===== src/rtl/had_trace_cnt_if.sv =====
// Connects the HAD trace retire counter to its register and retire sources.
// The master modport drives the counter's inputs and the slave modport is the counter itself.
interface had_trace_cnt_if #(
  parameter int CNT_WIDTH = 8,
  parameter int RETIRE_W  = 1
);
  logic                 regs_trace_en;
  logic                 regs_trace_cnt_wen;
  logic [CNT_WIDTH-1:0] regs_trace_cnt_wdata;
  logic [RETIRE_W-1:0]  iu_had_xx_retire;
  logic [RETIRE_W-1:0]  iu_had_xx_retire_normal;
  logic [RETIRE_W-1:0]  iu_had_xx_mldst;
  logic                 iu_yy_xx_dbgon;
  logic                 had_core_dbg_mode_req;
  logic                 trace_cnt_dec;
  logic [CNT_WIDTH-1:0] trace_cnt_val;
  logic                 trace_dbg_req;
  logic                 trace_expired;

  modport master (
    output regs_trace_en, regs_trace_cnt_wen, regs_trace_cnt_wdata,
           iu_had_xx_retire, iu_had_xx_retire_normal, iu_had_xx_mldst,
           iu_yy_xx_dbgon, had_core_dbg_mode_req,
    input  trace_cnt_dec, trace_cnt_val, trace_dbg_req, trace_expired
  );

  modport slave (
    input  regs_trace_en, regs_trace_cnt_wen, regs_trace_cnt_wdata,
           iu_had_xx_retire, iu_had_xx_retire_normal, iu_had_xx_mldst,
           iu_yy_xx_dbgon, had_core_dbg_mode_req,
    output trace_cnt_dec, trace_cnt_val, trace_dbg_req, trace_expired
  );
endinterface


===== src/rtl/had_trace_cnt.sv =====
// Trace-mode retire down-counter: counts qualified retires while trace is armed and
// raises a held debug request when the programmed count runs out.
//
//   state | meaning
//   IDLE  | counter holds, no request
//   COUNT | trace armed, qualified retires decrement the counter
//   REQ   | count expired, trace_dbg_req held until debug entry or trace disable
module had_trace_cnt #(
  parameter int CNT_WIDTH   = 8,
  parameter int RETIRE_W    = 1,
  parameter int MLDST_COUNT = 0
) (
  input logic            cpuclk,
  input logic            cpurst_b,
  had_trace_cnt_if.slave bus
);

  typedef enum logic [1:0] {
    IDLE  = 2'd0,
    COUNT = 2'd1,
    REQ   = 2'd2
  } state_t;

  state_t               state;
  logic [CNT_WIDTH-1:0] cnt;
  logic                 dbg_req;
  logic                 expired;
  logic                 en_q;

  logic [RETIRE_W-1:0]  qual;
  logic                 eligible;
  logic [CNT_WIDTH-1:0] dec_amt;

  assign qual = bus.iu_had_xx_retire & bus.iu_had_xx_retire_normal &
                ((MLDST_COUNT != 0) ? {RETIRE_W{1'b1}} : ~bus.iu_had_xx_mldst);

  assign eligible = bus.regs_trace_en && !bus.iu_yy_xx_dbgon &&
                    !bus.had_core_dbg_mode_req && (state == COUNT);

  always_comb begin
    dec_amt = '0;
    for (int i = 0; i < RETIRE_W; i++) begin
      dec_amt = dec_amt + CNT_WIDTH'(qual[i]);
    end
    if (!eligible) begin
      dec_amt = '0;
    end
  end

  // A same-cycle software write wins, so its decrement never lands.
  assign bus.trace_cnt_dec = (dec_amt != '0) && !bus.regs_trace_cnt_wen;
  assign bus.trace_cnt_val = cnt;
  assign bus.trace_dbg_req = dbg_req;
  assign bus.trace_expired = expired;

  always_ff @(posedge cpuclk or negedge cpurst_b) begin
    if (!cpurst_b) begin
      state   <= IDLE;
      cnt     <= '0;
      dbg_req <= 1'b0;
      expired <= 1'b0;
      en_q    <= 1'b0;
    end else begin
      en_q <= bus.regs_trace_en;
      if (bus.regs_trace_cnt_wen) begin
        cnt     <= bus.regs_trace_cnt_wdata;
        expired <= 1'b0;
        dbg_req <= 1'b0;
        state   <= ((bus.regs_trace_cnt_wdata != '0) && bus.regs_trace_en) ? COUNT : IDLE;
      end else begin
        case (state)
          IDLE: begin
            if (bus.regs_trace_en && !en_q && (cnt != '0)) begin
              state <= COUNT;
            end
          end
          COUNT: begin
            if (!bus.regs_trace_en) begin
              state <= IDLE;
            end else if (dec_amt != '0) begin
              // Saturate at zero: a dual retire with one count left must not wrap.
              if (cnt > dec_amt) begin
                cnt <= cnt - dec_amt;
              end else begin
                cnt     <= '0;
                state   <= REQ;
                dbg_req <= 1'b1;
                expired <= 1'b1;
              end
            end
          end
          REQ: begin
            if (bus.iu_yy_xx_dbgon || !bus.regs_trace_en) begin
              state   <= IDLE;
              dbg_req <= 1'b0;
            end
          end
          default: begin
            state   <= IDLE;
            dbg_req <= 1'b0;
          end
        endcase
      end
    end
  end

endmodule


===== src/flat_wrapper.sv =====
// flat-port wrapper written by rule: the top's interface ports become plain ports
module had_trace_cnt_flat 
#(
  parameter int CNT_WIDTH   = 8,
  parameter int RETIRE_W    = 1,
  parameter int MLDST_COUNT = 0
)
  (cpuclk, cpurst_b, bus_regs_trace_en, bus_regs_trace_cnt_wen, bus_regs_trace_cnt_wdata, bus_iu_had_xx_retire, bus_iu_had_xx_retire_normal, bus_iu_had_xx_mldst, bus_iu_yy_xx_dbgon, bus_had_core_dbg_mode_req, bus_trace_cnt_dec, bus_trace_cnt_val, bus_trace_dbg_req, bus_trace_expired);
  had_trace_cnt_if #(.CNT_WIDTH(CNT_WIDTH), .RETIRE_W(RETIRE_W)) bus_i ();
  input logic cpuclk;
  input logic cpurst_b;
  input wire logic [$bits(bus_i.regs_trace_en)-1:0] bus_regs_trace_en;
  input wire logic [$bits(bus_i.regs_trace_cnt_wen)-1:0] bus_regs_trace_cnt_wen;
  input wire logic [$bits(bus_i.regs_trace_cnt_wdata)-1:0] bus_regs_trace_cnt_wdata;
  input wire logic [$bits(bus_i.iu_had_xx_retire)-1:0] bus_iu_had_xx_retire;
  input wire logic [$bits(bus_i.iu_had_xx_retire_normal)-1:0] bus_iu_had_xx_retire_normal;
  input wire logic [$bits(bus_i.iu_had_xx_mldst)-1:0] bus_iu_had_xx_mldst;
  input wire logic [$bits(bus_i.iu_yy_xx_dbgon)-1:0] bus_iu_yy_xx_dbgon;
  input wire logic [$bits(bus_i.had_core_dbg_mode_req)-1:0] bus_had_core_dbg_mode_req;
  output wire logic [$bits(bus_i.trace_cnt_dec)-1:0] bus_trace_cnt_dec;
  output wire logic [$bits(bus_i.trace_cnt_val)-1:0] bus_trace_cnt_val;
  output wire logic [$bits(bus_i.trace_dbg_req)-1:0] bus_trace_dbg_req;
  output wire logic [$bits(bus_i.trace_expired)-1:0] bus_trace_expired;
  assign bus_i.regs_trace_en = bus_regs_trace_en;
  assign bus_i.regs_trace_cnt_wen = bus_regs_trace_cnt_wen;
  assign bus_i.regs_trace_cnt_wdata = bus_regs_trace_cnt_wdata;
  assign bus_i.iu_had_xx_retire = bus_iu_had_xx_retire;
  assign bus_i.iu_had_xx_retire_normal = bus_iu_had_xx_retire_normal;
  assign bus_i.iu_had_xx_mldst = bus_iu_had_xx_mldst;
  assign bus_i.iu_yy_xx_dbgon = bus_iu_yy_xx_dbgon;
  assign bus_i.had_core_dbg_mode_req = bus_had_core_dbg_mode_req;
  assign bus_trace_cnt_dec = bus_i.trace_cnt_dec;
  assign bus_trace_cnt_val = bus_i.trace_cnt_val;
  assign bus_trace_dbg_req = bus_i.trace_dbg_req;
  assign bus_trace_expired = bus_i.trace_expired;
  had_trace_cnt #(.CNT_WIDTH(CNT_WIDTH), .RETIRE_W(RETIRE_W), .MLDST_COUNT(MLDST_COUNT)) u_core (.cpuclk(cpuclk), .cpurst_b(cpurst_b), .bus(bus_i));
endmodule

===== config.mk =====
export PLATFORM = sky130hd
export DESIGN_NAME = had_trace_cnt_flat
export DESIGN_NICKNAME = d
export VERILOG_FILES = /design/src/rtl/had_trace_cnt_if.sv /design/src/rtl/had_trace_cnt.sv /design/src/flat_wrapper.sv
export SDC_FILE = /design/constraint.sdc
export NUM_CORES = 1
export LEC_CHECK = 0
export CORE_ASPECT_RATIO = 1.5
export CORE_MARGIN = 4
export CORE_UTILIZATION = 40
export DETAILED_ROUTE_END_ITERATION = 16
export PLACE_DENSITY = 0.74
export SLEW_MARGIN = 20
export SYNTH_ARGS = -nofsm -noshare
export SYNTH_HDL_FRONTEND = slang
export SYNTH_SLANG_ARGS = --single-unit

===== constraint.sdc =====
create_clock -name cpuclk -period 2.3 [get_ports cpuclk]
set_clock_uncertainty 0.2 [all_clocks]
set_input_delay 0.46 -clock cpuclk [delete_from_list [all_inputs] [get_ports cpuclk]]
set_output_delay 0.46 -clock cpuclk [all_outputs]
set_load 0.01 [all_outputs]

==> metrics.txt, run 1 <==
critical path class=in -> reg; Top cell by count, worst path=buf_4; NumNets Final=161; I/O Pins=28; Clock Power Share=0.259; Total GRT Usage=0.202; H-tree level count=1; Synth area leader=dfrtp_1; Synth Instances=93; number of setup violations in the final report=0; synthesized flop and latch total=13; sequential area share after synthesis=0.386; commonest cells in the netlist=dfrtp_1 (13), nor2_1 (12), nand2_1 (9); initial core utilization=0.416; CP max stage cell=and4bb_4; Inserted Clock Buffers=3; # clock sinks=13; Residual DRC=0; Post-synth EDFFs=0; worst skew pair latency=0.28 ns; Startpoint Class=input pin; CP Capture Type=flop; Port Buffers=27; f_max=roughly 450 MHz; CP max FO=3; Final min period=about 2.2 ns; remaining global-route overflow=0; status=finished, final reports clean; max-cap viol count=0; die width=roughly 45 um; headroom to the max-slew limit=0.578; Antenna Nets Post-Route=0; Synth warnings=0; clock-pin slew on the worst setup and hold paths=about 0.07 ns; cell area power density=just over 400 nW/um2; global-route wire length before repair=between 4000 and 5000 um; filler cell count=between 150 and 200; routed vias/inst=5.71; global placement routability congestion=0.909; synthesized area per cell=between 9 and 10 um2; Sw Ratio=0.295; Tcrit/Tclk final=0.965; final setup TNS=0 ns; wire length per cell=~16 um; CTS tree=done; Main synth FF type=dfrtp_1; hold_buf cts=0; vias in the first global route=940; synth top area cells=dfrtp_1 (39%), nor2_1 (5.3%), a2bb2oi_1 (4.2%), nand2_1 (4.0%), and4bb_4 (3.9%); overall power=0.000556 W; area of the multi-input gates=536 um2; register area=325 um2; Die Ht=64.2 um; Sw Pwr=0.000164 W; Least-Margin Pin Slew=0.631 ns; sequential power share=0.489; final hold violations=0; most frequent cell after synthesis=dfrtp_1; worst-path cell chain=dlygate4sd2_1, and4bb_4, nand2_4, inv_6, ha_4, nor2b_4, buf_4, o211ai_1, buf_4, o21ai_0, a21oi_1; initial antenna violation count=0; drt total wl=2610 um; RSZ-0062 raised after global routing=true; Max clock buf depth=2; Layout area overhead=59.3%; Int Pwr=0.000392 W; via count=930; Non-Filler Cell Area, Final=1340 um2; Max IR drop VDD=approximately 0.00035 V; Synthesized Nets=112; Placeable Area=2030 um2; Max stage delay on crit path=~0.34 ns; n_diodes=0; data arrival time of the worst path=2.23 ns; drt first pass iters=6; combinational fraction of design power=0.252; 1st-iter DRT viols=26; Mapped Area=843 um2; Yosys cell types=36; ys async rst share=1.00; DPL Wire Length=1940 um; P_leak=0.603 nW; share of the synthesized area in the top cell type=0.386; root buf cell=clkbuf_4; pins over their slew limit=0; die area=slightly below 3000 um2; Post-DP Area=between 1000 and 1500 um2; Worst Hold Class=reg -> reg; Rows=20; layout cells sized above 1=0.248; largest net degree at the start of global routing=14; critical path data required time=2.31 ns
sequential cells by signal, indices dropped and copies added (netlist names):
signal and cells:
u_core.state 2, u_core.bus.trace_cnt_val 8, u_core.en_q 1, u_core.bus.trace_dbg_req 1, u_core.bus.trace_expired 1
worst max-delay path: cells and delay by family:
kind / cells / cell delay [ns]
AND/OR/NAND/NOR: 3 / 0.54
buffers and inverters: 4 / 0.59
adder cells (fa/ha/maj): 1 / 0.19
AO/OA/AOI/OAI: 3 / 0.45
cell families after synthesis:
group	Yosys count	synth area share
AND/OR/NAND/NOR	42	0.301
AO/OA/AOI/OAI	27	0.220
flip-flops	13	0.386
buffers and inverters	7	0.0400
multiplexers	2	0.0237
adder cells (fa/ha/maj)	2	0.0297
per-stage QoR:
stage	hold slack (ns)	cells	utilization	worst slack (ns)
detailed placement	0.306	153	0.619	-0.399
global route	0.378	163	0.663	-0.0137
finish	0.308	163	0.663	0.0808
floorplan	-0.0356	93	-	-0.0654
CTS	0.324	160	0.644	0.0373
global placement	0.284	153	0.619	-0.373
layout make-up:
cell class,instances,share of cell area
timing repair buffer,46,0.302
tap,22,0.0205
inverter,5,0.0177
clock buffer,4,0.0196
sequential,13,0.242
multi-input combinational,73,0.399
power groups by stage:
stage                     clock network, W  registers (W)  logic (W)
final                             0.000144       0.000272   0.000140
after global routing              0.000157       0.000277   0.000153
after CTS                         0.000147       0.000272   0.000138
after detailed placement                 0       0.000275   0.000137
after global placement                   0       0.000275   0.000134
after floorplan                          0       0.000277  0.0000511
path summary, 6_finish.rpt:
kind                       slack (ns)                       from                           to  depth (start not counted)
max reg2reg                      0.08            u_core.state[1]              u_core.state[0]                         10
max in group asynchronous        1.13                   cpurst_b  u_core.bus.trace_cnt_val[4]                          1
max                              0.08  bus_had_core_dbg_mode_req              u_core.state[0]                         11
min                              0.31   u_core.bus.trace_expired     u_core.bus.trace_expired                          2
min reg2reg                      0.31   u_core.bus.trace_expired     u_core.bus.trace_expired                          2
min in group asynchronous        0.36                   cpurst_b  u_core.bus.trace_cnt_val[6]                          1
routing by layer:
metal  GRT usage  wire length (um)
met1       0.235               939
met4      0.0952                51
met3      0.0197               160
met2       0.348              1460
met5           0                 0
placed cells by master, fill, tap and decap left out, drive strengths merged, types with 2 or more instances in the layout:
master / netlist / final
nand2: 10 / 10
inv: 4 / 4
clkdlybuf4s50: 0 / 20
a2bb2oi: 4 / 4
and4bb: 2 / 2
nor4: 3 / 3
nor2: 12 / 12
mux2i: 2 / 2
buf: 1 / 19
ha: 2 / 2
dfrtp: 13 / 13
a41oi: 2 / 2
nand3: 4 / 4
a31oi: 4 / 4
or3: 2 / 2
nor4b: 2 / 2
dlygate4sd2: 0 / 6
clkbuf: 1 / 4
o21ai: 5 / 5
a21oi: 5 / 5
repair_timing:
action                     in CTS  in global routing
pin swaps                       6                  8
gates resized for setup        10                  3
setup buffers                   3                  3
setup endpoints to repair      12                  4
No activity file was read; power rests on OpenSTA's default activity.
==> inputs of run 2 (changes only) <==
--- a/config.mk
+++ b/config.mk
@@ -9,6 +9,7 @@
 export CORE_MARGIN = 4
 export CORE_UTILIZATION = 40
 export DETAILED_ROUTE_END_ITERATION = 16
+export GPL_TIMING_DRIVEN = 0
 export PLACE_DENSITY = 0.74
 export SLEW_MARGIN = 20
 export SYNTH_ARGS = -nofsm -noshare
==> constraint.sdc (replaced) <==
create_clock -name cpuclk -period 2 [get_ports cpuclk]
set_clock_uncertainty 0.2 [all_clocks]
set_input_delay 0.4 -clock cpuclk [delete_from_list [all_inputs] [get_ports cpuclk]]
set_output_delay 0.4 -clock cpuclk [all_outputs]
set_load 0.01 [all_outputs]
==> metrics.txt, run 2 (same netlist as run 1, synthesis figures left out) <==
RSZ-0062 raised after global routing=true; pins over their slew limit=0; most common cell after layout, fill and taps aside=clkdlybuf4s50_1; n_diodes=0; remaining global-route overflow=0; RR Endpoint=u_core.bus.trace_cnt_val[1]; NumNets Final=161; Total GRT Usage=0.206; H-tree level count=1; Hold WS=between 0.15 and 0.2 ns; Crit path depth=9; DPL Wire Length=between 1500 and 2000 um; critical path class=reg -> reg; critical path data required time=2.00 ns; Max IR drop VDD=0.000325 V; violated checks=setup timing; GR Layer Usage met3=0.0366; FF-to-FF path depth=9; wire length per cell=18.1 um; GR Layer Usage met2=0.344; final hold violations=0; routed vias/inst=6.11; max FFs per register=8; Tcrit/Tclk final=1.16; f_max=432 MHz; root buf cell=clkbuf_4; final setup TNS=-3.01 ns; Int Pwr=0.000460 W; non-filler cells, final=163; vias in the first global route=990; cell area power density=472 nW/um2; worst skew pair latency=0.28 ns; Final Worst Setup Slack=-0.315 ns; Top delay family on crit path=simple AND/OR/NAND/NOR gates; overall power=0.000672 W; Die Ht=64.2 um; worst-path cell chain=and4bb_4, nand2_4, buf_8, inv_8, ha_4, nor2b_4, o211a_4, or3_1, a31oi_1; Startpoint Class=flop; reg2reg start=u_core.state[1]; Sw Pwr=0.000212 W; max-cap viol count=0; status=complete, but fails checks; filler cell count=160; die width=45.5 um; layout cells sized above 1=0.355; die area=2920 um2; P_leak=0.621 nW; number of setup violations in the final report=15; CTS tree=done; CP Capture Type=flop; drt total wl=2950 um; Least-Margin Pin Slew=0.648 ns; largest net degree at the start of global routing=14; Sw Ratio=0.316; Buf+Inv Stages, Crit Path=2; headroom to the max-slew limit=0.567; Residual DRC=0; Inserted Clock Buffers=3; via count=between 900 and 1000; Hold EP=u_core.en_q; data arrival time of the worst path=2.32 ns; Worst Hold Class=in -> reg; clock-pin slew on the worst setup and hold paths=0.09 ns; commonest cells after routing, fill and taps aside=clkdlybuf4s50_1 (20), buf_4 (17), nor2_1 (11), dfrtp_1 (11), nand2_1 (8); drt first pass iters=4; register area=328 um2; dpl cells=about 140; Rows=20; Antenna Nets Post-Route=0; hold_buf cts=0; CP max FO=3; internal reg-to-reg setup slack=-0.31 ns; # clock sinks=13; Clock Power Share=0.262; Final min period=2.31 ns; global placement routability congestion=0.852; Max stage delay on crit path=0.38 ns; Layout area overhead=68.7%; I/O Pins=28; CP max stage cell=dfrtp_1; met1 Usage GRT=0.224; combinational fraction of design power=0.269; initial core utilization=0.416; GRT busiest layer=met2; Port Buffers=27; global-route wire length before repair=4410 um; initial antenna violation count=0; sequential power share=0.469; WHS Path Cells=1; Placeable Area=2030 um2; Max clock buf depth=2; area of the multi-input gates=606 um2; 1st-iter DRT viols=43; launch point of the worst hold path=bus_regs_trace_en
[run 2: area by class of cell]
type	instances	area share
Timing Repair Buffer	44	0.274
Buffer	2	0.0141
Clock buffer	4	0.0185
Inverter	5	0.0185
Tap cell	22	0.0193
Multi-Input combinational cell	73	0.426
Sequential cell	13	0.230
[run 2: metrics by stage]
stage,instance area [um2],setup slack [ns],utilization
finish,1420,-0.315,0.702
global route,1420,-0.367,0.702
CTS,1340,-0.322,0.659
detailed placement,1180,-1.05,0.581
global placement,1180,-0.993,0.581
floorplan,880,-0.305,-
[run 2: power groups by stage]
stage	combinational (W)	clock (W)	sequential (W)
6_report	0.000181	0.000176	0.000315
5_1_grt	0.000197	0.000190	0.000320
4_1_cts	0.000167	0.000172	0.000310
3_5_place_dp	0.000149	0	0.000317
3_3_place_gp	0.000147	0	0.000317
2_1_floorplan	0.0000588	0	0.000320
[run 2: worst max path at each step]
stage	slack [ns]	endpoint	start
floorplan	-0.30	u_core.bus.trace_cnt_val[1]	bus_had_core_dbg_mode_req
global placement	-0.99	u_core.bus.trace_cnt_val[6]	bus_regs_trace_en
detailed placement	-1.05	u_core.bus.trace_cnt_val[1]	bus_regs_trace_en
CTS	-0.32	u_core.bus.trace_cnt_val[1]	u_core.state[1]
global route	-0.37	u_core.bus.trace_cnt_val[1]	u_core.state[1]
finish	-0.31	u_core.bus.trace_cnt_val[1]	u_core.state[1]
[run 2: timing repair]
item / 4_1_cts / 5_1_grt
pin swaps: 13 / 10
setup buffers: 13 / 4
setup endpoints to repair: 14 / 17
gates resized for setup: 24 / 15
[run 2: layer usage]
layer  wire, um  share of wire
met5          0              0
met4        177          0.060
met3        145          0.049
met2       1540           0.52
met1       1090           0.37
==> inputs of run 3 (changes only) <==
--- a/config.mk
+++ b/config.mk
@@ -5,13 +5,13 @@
 export SDC_FILE = /design/constraint.sdc
 export NUM_CORES = 1
 export LEC_CHECK = 0
-export CORE_ASPECT_RATIO = 1.5
 export CORE_MARGIN = 4
-export CORE_UTILIZATION = 40
+export CORE_UTILIZATION = 50
 export DETAILED_ROUTE_END_ITERATION = 16
+export DONT_BUFFER_PORTS = 1
 export GPL_TIMING_DRIVEN = 0
-export PLACE_DENSITY = 0.74
-export SLEW_MARGIN = 20
+export PLACE_DENSITY = 0.68
+export SLEW_MARGIN = 15
 export SYNTH_ARGS = -nofsm -noshare
 export SYNTH_HDL_FRONTEND = slang
 export SYNTH_SLANG_ARGS = --single-unit
==> metrics.txt, run 3 (same netlist as run 1, synthesis figures left out) <==
largest net degree at the start of global routing=14; status=complete, but fails checks; reg2reg start=u_core.state[1]; WHS Path Cells=1; Final Worst Setup Slack=-0.378 ns; n_diodes=0; die width=49.1 um; critical path data required time=around 2.0 ns; Startpoint Class=flop; wire length per cell=~19 um; routed vias/inst=6.43; Rows=14; # clock sinks=13; Residual DRC=0; via count=842; initial core utilization=0.547; Total GRT Usage=0.214; root buf cell=clkbuf_4; worst skew pair latency=0.28 ns; overall power=0.000598 W; drt total wl=~2400 um; Tcrit/Tclk final=1.19; Die Ht=49.1 um; NumNets Final=135; Critical Path Source=u_core.state[1]; layout cells sized above 1=0.357; internal reg-to-reg setup slack=-0.38 ns; CTS tree=done; Least-Margin Pin Slew=between 0.6 and 0.7 ns; pins over their slew limit=0; P_leak=between 0.4 and 0.5 nW; Critical path destination=u_core.bus.trace_cnt_val[0]; number of setup violations in the final report=13; RR Endpoint=u_core.bus.trace_cnt_val[0]; vias in the first global route=880; I/O Pins=28; cell area power density=about 520 nW/um2; Post-DP Area=900 um2; initial antenna violation count=0; Placeable Area=1540 um2; CP Capture Type=flop; Port Buffers=0; global-route wire length before repair=a little over 4000 um; clock-pin slew on the worst setup and hold paths=0.08 ns; headroom to the max-slew limit=0.595; drt first pass iters=4; commonest cells after routing, fill and taps aside=buf_4 (15), dfrtp_1 (13), nor2_1 (11), nand2_1 (9); Antenna Nets Post-Route=0; f_max=421 MHz; Max clock buf depth=2; Layout area overhead=36.9%; non-filler cells, final=131; DPL Wire Length=1620 um; critical path class=reg -> reg; 1st-iter DRT viols=25; Inserted Clock Buffers=3; Non-Filler Cell Area, Final=1150 um2; CP max FO=4; remaining global-route overflow=0; max-cap viol count=0; die area=2410 um2; Worst Hold Class=in -> reg; global placement routability congestion=0.839; H-tree level count=1; Max IR drop VDD=0.000333 V; register area=about 330 um2; most common cell after layout, fill and taps aside=buf_4; dpl cells=109; FF-to-FF path depth=9; area of the multi-input gates=between 500 and 600 um2; data arrival time of the worst path=about 2.4 ns; RSZ-0062 raised after global routing=true; max FFs per register=8; final hold violations=0; violated checks=setup timing; filler cell count=101; Final min period=~2.4 ns
[run 3: cell types whose count changed in the layout (fill, tap and decap cells not counted), sizes merged]
cell	previous run	this run
buf	19	17
clkdlybuf4s15	2	0
clkdlybuf4s50	20	0
dlygate4sd2	4	0
dlygate4sd3	0	2
[run 3: worst min path at each step]
stage	slack (ns)	start	endpoint
after floorplan	-0.1	cpurst_b	u_core.bus.trace_cnt_val[0]
after global placement	-0.1	cpurst_b	u_core.bus.trace_cnt_val[0]
after detailed placement	-0.1	cpurst_b	u_core.bus.trace_cnt_val[0]
after CTS	0.05	bus_regs_trace_cnt_wdata[4]	u_core.bus.trace_cnt_val[4]
after global routing	0.04	bus_regs_trace_cnt_wdata[2]	u_core.bus.trace_cnt_val[2]
final	0.05	bus_regs_trace_cnt_wdata[2]	u_core.bus.trace_cnt_val[2]
[run 3: final cells by class]
class | count | share of cell area
buffer | 2 | 0.0130
tap | 16 | 0.0173
timing repair buffer | 18 | 0.128
inverter | 5 | 0.0228
multi-input combinational | 73 | 0.515
clock buffer | 4 | 0.0228
sequential | 13 | 0.282
[run 3: power breakdown]
group | internal, W | total, W | leakage [nW] | switching (W)
clock network | 0.0000776 | 0.000170 | 0.0150 | 0.0000929
registers | 0.000281 | 0.000322 | 0.156 | 0.0000411
logic | 0.0000522 | 0.000106 | 0.321 | 0.0000534
[run 3: repair_timing]
action / in CTS / in global routing
setup endpoints to repair: 13 / 13
pin swaps: 12 / 6
hold buffers: 2 / 0
gates resized for setup: 14 / 7
gates cloned: 0 / 0
setup buffers: 9 / 7
hold endpoints to repair: 14 / 0
[run 3: through the flow]
stage | hold slack [ns] | setup WS [ns] | utilization | setup TNS [ns]
after floorplan | -0.0956 | -0.305 | - | -1.51
after global placement | -0.0953 | -0.465 | 0.584 | -3.69
after detailed placement | -0.0952 | -0.485 | 0.584 | -3.79
after CTS | 0.0523 | -0.253 | 0.696 | -2.18
after global routing | 0.0401 | -0.474 | 0.749 | -3.52
final | 0.0480 | -0.378 | 0.749 | -2.56
[run 3: per-layer routing]
| layer | up-vias | wire length, um | GRT usage |
|---|---|---|---|
| met2 | 38 | 1190 | 0.343 |
| met3 | 5 | 247 | 0.0948 |
| met5 | - | 0 | 0 |
| met4 | 0 | 23 | 0.0717 |
| li1 | 396 | - | - |
| met1 | 403 | 986 | 0.250 |
[run 3: critical path, stage by stage, from the launching register on]
cell      delay [ns]
dfrtp_1         0.40
and4bb_4        0.32
nand2_2         0.06
buf_6           0.13
inv_8           0.05
ha_4            0.18
nor2b_4         0.13
o211a_4         0.25
or3_1           0.34
a31oi_1         0.22
